`src/rtl/freq_divider.sv`:
```
// Programmable square-wave divider: PSI is high for 2^WIDTH-D cycles, then low for the
// same count. A new divisor is adopted only at the LOW->HIGH boundary of a period.
module freq_divider #(
    parameter int              WIDTH     = 8,
    parameter logic [WIDTH-1:0] RESET_DIV = 8'h7F
) (
    input  logic             clk,
    input  logic             rst,
    input  logic             en,
    input  logic [WIDTH-1:0] divIn,
    output logic             PSI,
    output logic             co,
    output logic             periodDone,
    output logic             busy,
    output logic [WIDTH-1:0] curDiv
);

    localparam logic [WIDTH-1:0] MAX = {WIDTH{1'b1}};

    typedef enum logic [1:0] {
        IDLE = 2'd0,
        HIGH = 2'd1,
        LOW  = 2'd2
    } state_t;

    state_t           state_q, state_d;
    logic [WIDTH-1:0] cnt_q, cnt_d;
    logic [WIDTH-1:0] cur_div_q, cur_div_d;
    logic             at_max;

    assign at_max = (cnt_q == MAX);

    always_ff @(posedge clk) begin
        if (rst) begin
            state_q   <= IDLE;
            cnt_q     <= '0;
            cur_div_q <= RESET_DIV;
        end else begin
            state_q   <= state_d;
            cnt_q     <= cnt_d;
            cur_div_q <= cur_div_d;
        end
    end

    always_comb begin
        state_d   = state_q;
        cnt_d     = cnt_q;
        cur_div_d = cur_div_q;
        case (state_q)
            IDLE: begin
                if (en) begin
                    cur_div_d = divIn;
                    cnt_d     = divIn;
                    state_d   = HIGH;
                end
            end
            HIGH: begin
                if (at_max) begin
                    // LOW reuses the divisor latched for this period
                    cnt_d   = cur_div_q;
                    state_d = LOW;
                end else begin
                    cnt_d = cnt_q + 1'b1;
                end
            end
            LOW: begin
                if (!at_max) begin
                    cnt_d = cnt_q + 1'b1;
                end else if (en) begin
                    cur_div_d = divIn;
                    cnt_d     = divIn;
                    state_d   = HIGH;
                end else begin
                    // counter parks at MAX while idle
                    state_d = IDLE;
                end
            end
            default: begin
                state_d = IDLE;
            end
        endcase
    end

    assign busy       = (state_q != IDLE);
    assign co         = busy & at_max;
    assign periodDone = co & (state_q == LOW);
    assign PSI        = (state_q == HIGH);
    assign curDiv     = cur_div_q;

endmodule

```
`config.mk`:
```
export PLATFORM = sky130hd
export DESIGN_NAME = freq_divider
export DESIGN_NICKNAME = d
export VERILOG_FILES = /design/src/rtl/freq_divider.sv
export SDC_FILE = /design/constraint.sdc
export NUM_CORES = 1
export LEC_CHECK = 0
export BUFFER_PORTS_ARGS = -buffer_cell sky130_fd_sc_hd__buf_2
export CORE_ASPECT_RATIO = 0.6
export CORE_MARGIN = 3
export CORE_UTILIZATION = 59
export DETAILED_ROUTE_END_ITERATION = 6
export GPL_TIMING_DRIVEN = 0
export PLACE_DENSITY = 0.79
export SLEW_MARGIN = 30
export SYNTH_ARGS = -nofsm -noshare
export SYNTH_HDL_FRONTEND = slang
export SYNTH_SLANG_ARGS = --single-unit
```
`constraint.sdc`:
```
create_clock -name clk -period 4.8 [get_ports clk]
set_input_delay 0.72 -clock clk [delete_from_list [all_inputs] [get_ports clk]]
set_output_delay 0.72 -clock clk [all_outputs]
set_load 0.1 [all_outputs]
```
==> run_results.csv <==
group,metric,value,unit
synth,async_reset_ff_share,0,%
place,dp_hpwl,2880,microns
power_and_ir_drop,power_density,277,nW/um^2
setup_path,path_cells,"ha_1 > and4_1 > buf_6 > nand2_2 > nor2_1 > and2_1 > buf_2",
synth,synth.area.top_cells,"dfxtp_1 (27%), mux2i_1 (8.2%), nor2_1 (6.5%)",
synth,syn-cell-area,1340,sq um
floorplan,die_y,42.9,microns
sta,timing.fmax,0.345,GHz
setup_path,crit_path_end_kind,"primary output",
place,portBuffers,22,
synth,yosysMostFrequentCell,"nor2_1",
detailed_routing,vias,1484,
floorplan,die-area,2890,sq um
clock_tree,clk_pin_slew,0.08,ns
floorplan,io_pins,23,
global_routing,grt_max_degree,11,
synth,yosysSeqAreaShare,26.9,%
place,routabilityCongestion,0.920,
floorplan,fp-row-count,12,
clock_tree,htree_levels,1,
detailed_routing,wire_per_inst,17.3,microns
sta,layout_setup_ws,1.90,ns
detailed_routing,wirelength,3900,microns
floorplan,die_x,67.5,microns
power_and_ir_drop,peakVddDrop,0.241,mV
synth,ys_seq_elements,18,
synth,synth_nets,187,
clock_tree,cts_root_buffer,"clkbuf_8",
synth,synth_top_area_share,26.9,%
sta,hold_viol_final,0,
global_routing,first_global_vias,1407,
global_routing,grt_pass1_wl,6300,microns
clock_tree,clk_latency,0.26,ns
setup_path,worst_r2r_path_depth,7,
cells_and_area,drive_above_1_share,20.8,%
detailed_routing,viasPerCell,6.60,
setup_path,crit_family,"simple AND/OR/NAND/NOR gates",
synth,postSynthCellCount,171,
power_and_ir_drop,p_leak,0.645,nW
status,status,"finished, final reports clean",
worst_hold_path,min_from,"curDiv[7]",
detailed_routing,first_iter_violations,151,
global_routing,antenna_found_initial,0,
setup_path,cp.arrival,2.18,ns
setup_path,timing.rr.start,"state_q[0]",
setup_path,cp_max_fo,10,
floorplan,initial_core_util,67.0,%
synth,synthTopCellsByCount,"nor2_1 (23), dfxtp_1 (18), o21ai_0 (14)",
detailed_routing,ant_nets,0,
floorplan,core_area,2000,sq um
sta,clock_skew,0.00343,ns
clock_tree,cts_buffers,3,
synth,synth_edf_count,0,
synth,synth-main-ff-cell,"dfxtp_1",
place,dp_slack,2.23,ns
sta,rsz0062_at_grt,"no",
synth,synthDistinctLibCells,47,
clock_tree,postCtsHoldBufs,0,
setup_path,cp-endpoint,"periodDone",
flow_run,cap_violations,0,
setup_path,reg2reg_to,"cnt_q[4]",
setup_path,worst_setup_path_start_kind,"flip-flop",
global_routing,grt_remaining_overflow,0,
clock_tree,cts_tree,"built",
synth,synth_warnings,0,
sta,period_minus_slack,2.90,ns
detailed_routing,dr.pass1.iters,5,
setup_path,crit_path_top_delay_cell,"dfxtp_1",
synth,avgSynthCellArea,7.82,sq um
clock_tree,post_cts_buffers,0,
sta,slew-limit-headroom,62.4,%
sta,period_share,60.4,%
cells_and_area,nets,214,
setup_path,max_stage_delay,0.43,ns
clock_tree,clock-sinks,18,
setup_path,cp.depth,7,
clock_tree,cts_repair_resize_count,0,
clock_tree,max-clock-path-buffers,2,
setup_path,cp_num_buf_inv,2,
setup_path,crit_required,4.08,ns
sta,setup_viol,0,
sta,fin_setup_tns,0,ns
worst_hold_path,min-delay-path-class,"reg2reg",
setup_path,startpoint,"cnt_q[0]",
cells_and_area,area_growth,15.0,%
sta,worst_slew_pin_slew,0.564,ns
setup_path,regToRegSetupSlack,2.67,ns
sta,slew_viol_final,0,
synth,synth_top_area_cell,"dfxtp_1",
cells_and_area,antenna_cells,0,
detailed_routing,drcViolationCount,0,
global_routing,track_usage,28.8,%
setup_path,worstSetupPathType,"reg2out",
==> state kept, by name, summed over array words and instances (netlist names) <==
name,flops
cnt_q,8
curDiv,8
state_q,2
==> worst min path at each step <==
stage,end,slack [ns],depth (start not counted)
finish,curDiv[7],0.50,2
global route,curDiv[7],0.53,2
CTS,curDiv[7],0.50,2
detailed placement,curDiv[7],0.49,2
global placement,curDiv[7],0.46,2
floorplan,state_q[0],0.48,2
==> cell families (layout without fill, tap and decap cells) <==
kind of cell               Yosys count  after routing  share of synthesized area (%)
buffers and inverters               20             46                           7.20
muxes                               16             16                           12.4
xor gates and xnor gates             1              1                          0.655
DFF                                 18             18                           26.9
AOI/OAI and AO/OA                   54             54                           27.3
adders and majority gates            5              5                           4.68
and+or+nand+nor                     57             57                           20.8
==> cell usage in the layout, fill, tap and decap left out, drive strengths merged, types with 3 or more instances in the layout <==
cell type  count
mux2           5
nand3          5
dfxtp         18
buf           28
ha             5
mux2i         11
nor2          23
a21oi          9
o31ai          4
nand2b         3
clkbuf        10
inv            8
nor3           4
o21ai         14
a31oi          4
nand2         10
==> area by class of cell <==
| class | instances | area [sq um] |
|---|---|---|
| sequential | 18 | 360 |
| timing repair buffer | 22 | 110 |
| inverter | 8 | 30.0 |
| fill | 135 | 459 |
| multi-input combinational | 133 | 881 |
| buffer | 12 | 66.3 |
| clock buffer | 4 | 55.1 |
| tap | 28 | 35.0 |
==> worst reg2reg max path, cell delays in order, from the launching register on <==
cell and delay, ns:
dfxtp_1 0.39, inv_1 0.09, ha_1 0.37, clkbuf_1 0.40, o21ai_0 0.16, o32ai_1 0.28
a211oi_1 0.09, nor3_1 0.25
==> per-layer routing <==
metal / track usage, % / vias to the layer above / routed length, microns
met5: 0 / - / 0
met4: 11.7 / 0 / 88
met3: 7.41 / 18 / 451
met2: 45.1 / 104 / 1780
met1: 37.2 / 669 / 1580
li1: - / 693 / -
==> power by group <==
part | leakage [nW] | total (W) | switching [W] | internal [W]
combinational | 0.468 | 0.000127 | 0.0000921 | 0.0000353
sequential | 0.148 | 0.000169 | 0.00000979 | 0.000159
clock | 0.0288 | 0.000130 | 0.0000571 | 0.0000731
==> per-stage QoR <==
step	power, W	hold WS [ns]	utilization [%]	cells	area (sq um)
after floorplan	0.000269	0.484	-	171	1340
after global placement	0.000292	0.458	74.2	221	1480
after detailed placement	0.000297	0.487	74.2	221	1480
after CTS	0.000421	0.497	77.0	225	1540
after global routing	0.000440	0.526	77.0	225	1540
final	0.000426	0.495	77.0	225	1540
Power figures use the tool's default switching activity.
